File: config.mk
export PLATFORM = sky130hd
export DESIGN_NAME = rsp_s2_prep_pg_ram_ctrl
export DESIGN_NICKNAME = d
export VERILOG_FILES = /design/src/rtl/rsp_s2_prep_pg_ram_ctrl.sv
export SDC_FILE = /design/constraint.sdc
export NUM_CORES = 1
export LEC_CHECK = 0
export ABC_AREA = 1
export CAP_MARGIN = 20
export CORE_AREA = 5 5 144 146
export CTS_BUF_LIST = sky130_fd_sc_hd__clkbuf_4 sky130_fd_sc_hd__clkbuf_8 sky130_fd_sc_hd__clkbuf_16
export DETAILED_ROUTE_END_ITERATION = 8
export DIE_AREA = 0 0 149 151
export HOLD_SLACK_MARGIN = 0.12
export PLACE_DENSITY = 0.83
export SLEW_MARGIN = 0
export SYNTH_ARGS = -nofsm -noshare
export SYNTH_HDL_FRONTEND = slang
export SYNTH_SLANG_ARGS = --single-unit
File: constraint.sdc
create_clock -name clk -period 2.4 [get_ports clk]
set_input_delay 0.48 -clock clk [delete_from_list [all_inputs] [get_ports clk]]
set_output_delay 0.48 -clock clk [all_outputs]
set_load 0.02 [all_outputs]
File: src/rtl/rsp_s2_prep_pg_ram_ctrl.sv
// Twiddle RAM controller for the rsp_s2_prep phase-generation stage: loads the table,
// then shares the single-port RAM between phase-gen reads (priority) and config readback.
module rsp_s2_prep_pg_ram_ctrl #(
    parameter int ADDR_WIDTH  = 8,
    parameter int DATA_WIDTH  = 64,
    parameter int TWIDDLE_NUM = 136,
    parameter int RAM_DELAY   = 2,
    parameter int DATA_NUM    = 1024
) (
    input  logic                        clk,
    input  logic                        rst_n,
    input  logic                        i_cfg_load_start,
    input  logic                        i_cfg_wr_valid,
    input  logic [DATA_WIDTH-1:0]       i_cfg_wr_data,
    output logic                        o_cfg_wr_ready,
    input  logic                        i_cfg_rd_req,
    input  logic [ADDR_WIDTH-1:0]       i_cfg_rd_addr,
    output logic                        o_cfg_rd_ack,
    output logic                        o_cfg_rd_valid,
    output logic [DATA_WIDTH-1:0]       o_cfg_rd_data,
    input  logic                        i_sym_start,
    input  logic                        i_pg_rd_valid,
    input  logic [ADDR_WIDTH-1:0]       i_pg_rd_addr,
    input  logic                        i_pg_rd_last,
    output logic                        o_pg_rd_valid,
    output logic [DATA_WIDTH-1:0]       o_pg_rd_data,
    output logic                        o_ram_en,
    output logic                        o_ram_wen,
    output logic [ADDR_WIDTH-1:0]       o_ram_addr,
    output logic [DATA_WIDTH-1:0]       o_ram_din,
    input  logic [DATA_WIDTH-1:0]       i_ram_dout,
    output logic                        o_table_ready,
    output logic                        o_busy,
    output logic [$clog2(DATA_NUM):0]   o_sym_cnt,
    input  logic                        i_err_clr,
    output logic [3:0]                  o_err
);

    localparam int CNT_W = $clog2(DATA_NUM) + 1;
    localparam int DRN_W = $clog2(RAM_DELAY + 1) + 1;
    localparam logic [ADDR_WIDTH:0]   TW_NUM   = (ADDR_WIDTH + 1)'(TWIDDLE_NUM);
    localparam logic [ADDR_WIDTH-1:0] TW_LAST  = ADDR_WIDTH'(TWIDDLE_NUM - 1);
    localparam logic [CNT_W-1:0]      SYM_MAX  = CNT_W'(DATA_NUM);
    localparam logic [DRN_W-1:0]      DRN_LAST = DRN_W'(RAM_DELAY);

    typedef enum logic [2:0] {
        S_IDLE,
        S_LOAD,
        S_READY,
        S_RUN,
        S_DRAIN
    } state_t;

    state_t                  state_q;
    state_t                  state_d;
    logic [ADDR_WIDTH-1:0]   load_cnt_q;
    logic [CNT_W-1:0]        sym_cnt_q;
    logic [CNT_W-1:0]        sym_cnt_d;
    logic [DRN_W-1:0]        drn_cnt_q;
    logic [3:0]              err_q;
    logic [3:0]              err_set;
    logic                    cfg_ack_q;
    logic                    table_ready_q;
    logic [RAM_DELAY:0]      pg_vld_p;
    logic [RAM_DELAY:0]      cfg_vld_p;

    logic                    in_load;
    logic                    load_restart;
    logic                    wr_acc;
    logic [ADDR_WIDTH-1:0]   wr_addr;
    logic                    sym_go;
    logic                    pg_acc;
    logic                    sym_end;
    logic                    cfg_grant;

    function automatic logic addr_oor(input logic [ADDR_WIDTH-1:0] a);
        return ({1'b0, a} >= TW_NUM);
    endfunction

    function automatic logic [ADDR_WIDTH-1:0] clamp_addr(input logic [ADDR_WIDTH-1:0] a);
        return addr_oor(a) ? TW_LAST : a;
    endfunction

    always_comb begin
        state_d      = state_q;
        in_load      = (state_q == S_LOAD);
        load_restart = in_load & i_cfg_load_start;
        wr_acc       = in_load & i_cfg_wr_valid;
        wr_addr      = load_restart ? '0 : load_cnt_q;
        // A symbol start in READY makes that very cycle behave as RUN.
        sym_go       = (state_q == S_READY) & i_sym_start;
        pg_acc       = i_pg_rd_valid & ((state_q == S_RUN) | sym_go);
        cfg_grant    = i_cfg_rd_req & (state_q == S_READY) & ~i_sym_start & ~cfg_ack_q;

        sym_cnt_d = sym_go ? '0 : sym_cnt_q;
        if (pg_acc && (sym_cnt_d != SYM_MAX)) begin
            sym_cnt_d = sym_cnt_d + CNT_W'(1);
        end
        sym_end = pg_acc & (i_pg_rd_last | (sym_cnt_d == SYM_MAX));

        err_set = {i_cfg_load_start & ((state_q == S_RUN) | (state_q == S_DRAIN)),
                   pg_acc & addr_oor(i_pg_rd_addr),
                   i_pg_rd_valid & ~pg_acc,
                   i_cfg_wr_valid & ~in_load};

        case (state_q)
            S_IDLE: begin
                if (i_cfg_load_start) state_d = S_LOAD;
            end
            S_LOAD: begin
                if (wr_acc && (wr_addr == TW_LAST)) state_d = S_READY;
            end
            S_READY: begin
                if (sym_go)                state_d = sym_end ? S_DRAIN : S_RUN;
                else if (i_cfg_load_start) state_d = S_LOAD;
            end
            S_RUN: begin
                if (sym_end) state_d = S_DRAIN;
            end
            S_DRAIN: begin
                if (drn_cnt_q == DRN_LAST) state_d = S_READY;
            end
            default: state_d = S_IDLE;
        endcase
    end

    always_ff @(posedge clk or negedge rst_n) begin
        if (!rst_n) begin
            state_q       <= S_IDLE;
            load_cnt_q    <= '0;
            sym_cnt_q     <= '0;
            drn_cnt_q     <= '0;
            err_q         <= '0;
            cfg_ack_q     <= 1'b0;
            table_ready_q <= 1'b0;
        end else begin
            state_q       <= state_d;
            sym_cnt_q     <= sym_cnt_d;
            cfg_ack_q     <= cfg_grant;
            table_ready_q <= (state_q == S_READY) | (state_q == S_RUN) | (state_q == S_DRAIN);
            drn_cnt_q     <= (state_q == S_DRAIN) ? drn_cnt_q + DRN_W'(1) : '0;
            // The error set wins over a simultaneous clear.
            err_q         <= (i_err_clr ? 4'b0000 : err_q) | err_set;
            if (wr_acc) begin
                load_cnt_q <= wr_addr + ADDR_WIDTH'(1);
            end else if (i_cfg_load_start && (state_q != S_RUN) && (state_q != S_DRAIN)) begin
                load_cnt_q <= '0;
            end
        end
    end

    // Stage p0: registered RAM command, one cycle after acceptance.
    always_ff @(posedge clk or negedge rst_n) begin
        if (!rst_n) begin
            o_ram_en   <= 1'b0;
            o_ram_wen  <= 1'b0;
            o_ram_addr <= '0;
            o_ram_din  <= '0;
        end else if (wr_acc) begin
            o_ram_en   <= 1'b1;
            o_ram_wen  <= 1'b1;
            o_ram_addr <= wr_addr;
            o_ram_din  <= i_cfg_wr_data;
        end else if (pg_acc) begin
            o_ram_en   <= 1'b1;
            o_ram_wen  <= 1'b0;
            o_ram_addr <= clamp_addr(i_pg_rd_addr);
        end else if (cfg_grant) begin
            o_ram_en   <= 1'b1;
            o_ram_wen  <= 1'b0;
            o_ram_addr <= clamp_addr(i_cfg_rd_addr);
        end else begin
            o_ram_en   <= 1'b0;
            o_ram_wen  <= 1'b0;
        end
    end

    // Stages p0..pN: read tags ride alongside the RAM latency.
    always_ff @(posedge clk or negedge rst_n) begin
        if (!rst_n) begin
            pg_vld_p  <= '0;
            cfg_vld_p <= '0;
        end else begin
            pg_vld_p[0]  <= pg_acc;
            cfg_vld_p[0] <= cfg_grant;
            for (int i = 1; i <= RAM_DELAY; i++) begin
                pg_vld_p[i]  <= pg_vld_p[i-1];
                cfg_vld_p[i] <= cfg_vld_p[i-1];
            end
        end
    end

    assign o_cfg_wr_ready = (state_q == S_LOAD);
    assign o_cfg_rd_ack   = cfg_ack_q;
    assign o_cfg_rd_valid = cfg_vld_p[RAM_DELAY];
    assign o_cfg_rd_data  = cfg_vld_p[RAM_DELAY] ? i_ram_dout : '0;
    assign o_pg_rd_valid  = pg_vld_p[RAM_DELAY];
    assign o_pg_rd_data   = pg_vld_p[RAM_DELAY] ? i_ram_dout : '0;
    assign o_table_ready  = table_ready_q;
    assign o_busy         = (state_q == S_LOAD) | (state_q == S_RUN) | (state_q == S_DRAIN);
    assign o_sym_cnt      = sym_cnt_q;
    assign o_err          = err_q;

endmodule

# Word-level counts from Yosys, hierarchy flattened
# Index checks and enable logic that the tools add are counted.
dict set report classes {
  n_addsub 3
  magnitude_cmp 2
  eq_ne 13
  muxes 25
  n_bitwise 24
  reduce_logical 8
}
# cell n
set ops {}
lappend ops {{two-way mux 64 bit} 2}
lappend ops {{two-way mux 8 bit} 8}
lappend ops {{two-way mux 11 bit} 2}
lappend ops {{two-way mux 3 bit} 7}
lappend ops {{greater-or-equal comparator 8 bit (second input constant)} 2}
lappend ops {{case mux 3 bit (5 select lines)} 1}
lappend ops {{bitwise AND 1 bit} 12}
lappend ops {{adder 11 x 1 -> 11 bit (second input constant)} 1}
lappend ops {{equality test 11 bit (second input constant)} 1}
lappend ops {{!= test 11 bit (second input constant)} 1}
lappend ops {{equality test 3 x 2 -> 1 bit (second input constant)} 3}
lappend ops {{adder 8 x 1 -> 8 bit (second input constant)} 1}
lappend ops {{equality test 8 bit (second input constant)} 1}
lappend ops {{OR 1 bit} 7}
lappend ops {{logical AND 1 bit} 4}
lappend ops {{two-way mux 1 bit} 4}
lappend ops {{two-way mux 4 bit} 1}
lappend ops {{!= test 2 x 1 -> 1 bit (second input constant)} 2}
lappend ops {{inverter 1 bit} 4}
lappend ops {{OR 4 bit} 1}
lappend ops {{adder 3 x 1 -> 3 bit (second input constant)} 1}
lappend ops {{equality test 3 x 1 -> 1 bit (second input constant)} 1}
lappend ops {{equality test 3 bit (second input constant)} 1}
lappend ops {{zero test 3 bit} 1}
lappend ops {{other kinds (6)} 6}
dict set report totals {
  reg_bits 111
  input_bits 153
  output_inout_bits 223
  word_cells 88
}

# Longest topological paths before layout
dict set report depth {
  ltp_word 12
  mapped_depth 20
  mapped_depth_nobuf 19
}

# Worst setup path before layout
# Ideal clock, no wire load.
dict set report synth_timing {
  path_type {register to register}
  from {register state_q[0]}
  to {register state_q[0]}
  setup_ps 121
  arrival_ps 2093
  required_time_ps 2279
  setup_slack_ps 186
  path_stages_with_launch 19
  n_path_buf 1
  synth_period_minus_slack_ps 2214
  cell_sequence {dfrtp_1 -> inv_1 -> nand4_4 -> buf_6 -> nand2_1 -> inv_1 -> ha_1 -> nand3_1 -> nor2_4 -> xor2_1 -> nand2_1 -> nor2_1 -> nand3_1 -> nand2_2 -> nand2_2 -> nand2_1 -> nand2_1 -> nand2_1 -> nand2_1}
}
dict set report synth_via {
  elab_chain_cells 12
  elab_cells_between_ends 29
  cone_classes {add/sub: 1; eq/ne: 10; mux: 7; bitwise: 7; reduce/logical: 4}
}
# element line
set synth_lines {}
lappend synth_lines {{start: declaration} 54} ;# state_t state_q;
lappend synth_lines {{start signal: assignment} 137} ;# state_q <= state_d;
lappend synth_lines {{branches (longest 12 deep; another with adder 11 x 1 -> 11 bit)} n/a}
# Parallel ways; which one is timed is not known.
# A chain may end at the register's enable or synchronous reset.

# Final worst setup path
dict set report layout_timing {
  from {register state_q[1]}
  to {register state_q[1]}
}
# Same word-level chain as after synthesis.

==> results.md <==
Synth:
- The netlist uses 38 different library cells.
- The warning count from the yosys run is 0.
- The cell area that synthesis handed to floorplanning was 0.00587 mm².
- The average instance area after synthesis is 6.87 µm².
- The number of nets produced by synthesis is 1013.
- The synthesized design contains 0 enable-type register cells.
- Synthesis inferred 110 register bits.
- The top cell type by area accounts for 46.9% of the synthesized area.
- By area the synthesized netlist is led by sky130_fd_sc_hd__dfrtp_1 (47%), sky130_fd_sc_hd__nand2_1 (25%), sky130_fd_sc_hd__inv_1 (12%).
- Summed over all instances, the cell type with the most area after synthesis is sky130_fd_sc_hd__dfrtp_1.
- Summing the sequential cell areas from Yosys gives 46.9% of the chip area.
- In the synthesized netlist the dominant register cell turns out to be sky130_fd_sc_hd__dfrtp_1.
- The synthesized instance count is 855.
- The post-synthesis async set-or-reset flop share is 100%.

Min path:
- The hold path depth is 0.
- The endpoint of the worst hold-timing path is cfg_vld_p[2]$_DFF_PN0_.
- The startpoint identified for the worst hold timing path is cfg_vld_p[1]$_DFF_PN0_.
- The worst min-delay path class is flip-flop to flip-flop.

Die:
- The number of placement rows is 51.
- The die height is 151 µm.
- The total die area is 0.0225 mm².
- The placeable core region is 0.0193 mm².
- Once the floorplan was initialized, standard cells occupied 30.5% of the core.
- The die is 149 µm wide.
- The I/O pin count is 376.

Critical path:
- The data required time of the worst path is 2.65 ns.
- The worst register-to-register path ends at state_q[1]$_DFFE_PN0P_.
- The worst-case reg-to-reg path depth is 17.
- For this design, the slowest cell found on the critical path is sky130_fd_sc_hd__dfrtp_2.
- The worst path arrival time is 2.57 ns.
- The delay contributed by the slowest stage of the critical path is 0.46 ns.
- The family of cells with the greatest summed delay on the critical path is simple AND/OR/NAND/NOR gates.
- The signal on the critical path passes through nand4_4, nand2_4, inv_1, ha_4, nand3_2, nor2_4, nand4_1, nand2_1, nand3_1, nor2_1, nand3_1, nand2_2, nand3_2, nand2_1, nand2_1, nand2_1, nand2_1.
- The nature of the critical path endpoint is a flip-flop.
- The worst reg2reg path startpoint is state_q[1]$_DFFE_PN0P_.
- STA classifies the critical path startpoint as a flip-flop.
- The type of the setup path with the least slack is flip-flop to flip-flop.
- In this run the worst path has a maximum fanout of 6.
- The combined buffer and inverter count along the critical path is 1.
- The setup slack on the worst flop-to-flop path is 0.07 ns.
- The most used cell along the critical path is sky130_fd_sc_hd__nand2_1.

Clock network:
- Counting every sink on the clock net gives 110.
- The clock slew seen by the registers of the worst setup and hold paths is 0.08 ns.
- The maximum clock insertion buffer count is 2.
- The latest clock arrival within the worst-skew pair is 0.35 ns.
- The master cell of the clock root buffer is sky130_fd_sc_hd__clkbuf_16.
- The count of H-tree levels built during CTS is 3.
- The CTS tree is built.
- The TritonCTS buffer count is 9.

Timing:
- The smallest clock period supported by the final layout is computed as 2.33 ns.
- Based on the critical path, the design can be clocked at up to 430 MHz.
- The number of endpoints with negative hold slack in the final report came to 0.
- The worst-margin pin slew is 0.559 ns.
- The setup clock skew after layout is 0.00788 ns.
- After layout, the worst path uses 96.9% of the clock period.
- Setup repair after global routing could not meet its margin everywhere.
- The worst relative slew slack is 62.8%.
- The max-slew violation count came to 0.
- The setup violation total in the final timing report is 0.

Final layout:
- In the final layout, the share of cells above drive strength 1 is 6.90%.
- Cells fill 54.7% of the core in the end.
- The final layout contains 1399 nets.
- The final instance area is 0.0106 mm².
- The number of standard cells in the layout, taps in and fillers out is 1513.
- The area growth from synthesis to layout is 79.6%.

Pwr:
- The static leakage power is 5.78 nW.
- The power per unit of standard cell area is 937 mW/mm².
- The maximum vdd ir drop is 0.640 mV.

Global route:
- The pin count of the biggest net entering global routing is 75.
- The number of global-route vias before repair is 6555.
- Global routing finished with a remaining overflow of 0.
- The first-pass GRT wire length is 36600 µm.
- For this run, the total global-route usage over all layers was measured as 21.2%.
- The number of antenna violations at the first check in global routing is 2.

Placed design:
- The number of placed instances, taps included, is 1489.
- In this run the tool buffered the top-level ports with 375 buffer cells.
- Detailed placement ended at an HPWL of 20100 µm.
- Summing all placed instances gives a cell area of 0.0101 mm².
- The placer congestion estimate is 0.885.

Routing:
- After detailed routing, the average wire length per cell comes to 16.4 µm.
- The overall routed net length is 24800 µm.
- The remaining design rule violation count is 0.
- The length of the first detailed-routing pass in iterations is 7.
- After the first detailed-routing iteration, the DRC count stood at 330.
- The ratio of routed vias to standard cells is 4.41.
- The routed layout has 6669 vias.
- The number of antenna-violating nets in the routed design is 0.

Run:
- The max-capacitance violation count is 0.

Outcome:
- The flow ran to the end, and the final reports show no timing, DRC or antenna violations.
==> per-layer routing <==
layer  up-vias  global-route usage [%]  share of wire (%)
met1      3054                    22.9                 37
met2       308                    37.8                 50
met4         0                    7.83                2.8
met5         -                       0                  0
li1       3266                       -                  -
met3        41                    7.78                 10
==> placed cells by master, fill, tap and decap left out, types with 5 or more instances in the layout <==
master                            instances
sky130_fd_sc_hd__buf_4                   25
sky130_fd_sc_hd__inv_1                  187
sky130_fd_sc_hd__nand2_2                  5
sky130_fd_sc_hd__buf_12                   5
sky130_fd_sc_hd__o22ai_1                  8
sky130_fd_sc_hd__dfrtp_1                107
sky130_fd_sc_hd__nor2_1                  34
sky130_fd_sc_hd__o21ai_0                 10
sky130_fd_sc_hd__clkdlybuf4s50_1        370
sky130_fd_sc_hd__nor2_2                   5
sky130_fd_sc_hd__nand3_1                 18
sky130_fd_sc_hd__xor2_1                   5
sky130_fd_sc_hd__nand2_1                381
sky130_fd_sc_hd__clkbuf_16               10
sky130_fd_sc_hd__a21oi_1                  7
==> per-stage QoR <==
stage | TNS [ns] | hold WS (ns) | power, mW | worst slack [ns]
after floorplan | 0 | 0.184 | 5.49 | 0.186
after global placement | -0.822 | 0.335 | 8.20 | -0.329
after detailed placement | -1.46 | 0.335 | 8.30 | -0.442
after CTS | 0 | 0.352 | 9.83 | 0.0340
after global routing | -0.146 | 0.360 | 10.5 | -0.0730
final | 0 | 0.351 | 9.89 | 0.0736
==> layout make-up <==
type | count | area, µm²
Inverter | 192 | 721
Multi-Input combinational cell | 522 | 2370
Clock buffer | 9 | 225
Clock inverter | 7 | 72.6
Sequential cell | 110 | 2760
Tap cell | 265 | 332
Fill cell | 1763 | 8720
Timing Repair Buffer | 406 | 4060
Antenna cell | 2 | 5.00
==> flip-flops by register name, indices dropped and copies added (netlist names), 4 cells and up <==
register and flops:
load_cnt_q 8, o_err 4, o_ram_addr 8, o_ram_din 64, o_sym_cnt 11
==> how the worst max path moves through the flow <==
stage / from / endpoint / slack [ns] / depth (start not counted)
2_1_floorplan: state_q[0]$_DFFE_PN0P_ / state_q[0]$_DFFE_PN0P_ / 0.19 / 18
3_3_place_gp: i_sym_start / state_q[0]$_DFFE_PN0P_ / -0.33 / 18
3_5_place_dp: i_sym_start / state_q[0]$_DFFE_PN0P_ / -0.44 / 18
4_1_cts: state_q[0]$_DFFE_PN0P_ / state_q[1]$_DFFE_PN0P_ / 0.03 / 19
5_1_grt: state_q[2]$_DFFE_PN0P_ / state_q[1]$_DFFE_PN0P_ / -0.07 / 19
6_report: state_q[1]$_DFFE_PN0P_ / state_q[1]$_DFFE_PN0P_ / 0.07 / 17
==> cell usage after synthesis, drive strengths merged, types with 2 or more instances <==
master and number:
a221oi 2, a31oi 2, o32ai 2, o21ai 10, nor2 42, clkbuf 27
nand3 22, a21oi 10, o211ai 2, buf 4, inv 191, xor2 5
ha 5, nor4 2, nand4 5, dfrtp 110, nor3 4, nand2 390
xnor2 2, o22ai 8
==> cell families after synthesis <==
family          after synthesis  share of synthesized area (%)
compound gates               43                           4.86
xor+xnor                      7                           1.04
fa+ha+maj                     5                           1.06
buf+inv                     223                           14.4
flops                       110                           46.9
simple gates                467                           31.8
==> timing repair <==
action / CTS / global route
setup endpoints to repair: 4 / 5
hold buffers: 1 / 0
setup buffers: 0 / 4
cloned: 0 / 1
pin swaps: 0 / 13
endpoints found under the hold margin: 5 / 0
gates resized for setup: 3 / 25
==> power breakdown <==
group          total, mW  switching (mW)  internal (mW)
Combinational       5.41            3.00           2.42
Clock               1.51           0.766          0.743
Sequential          2.96           0.423           2.54
(Power assumes the default switching activity.)
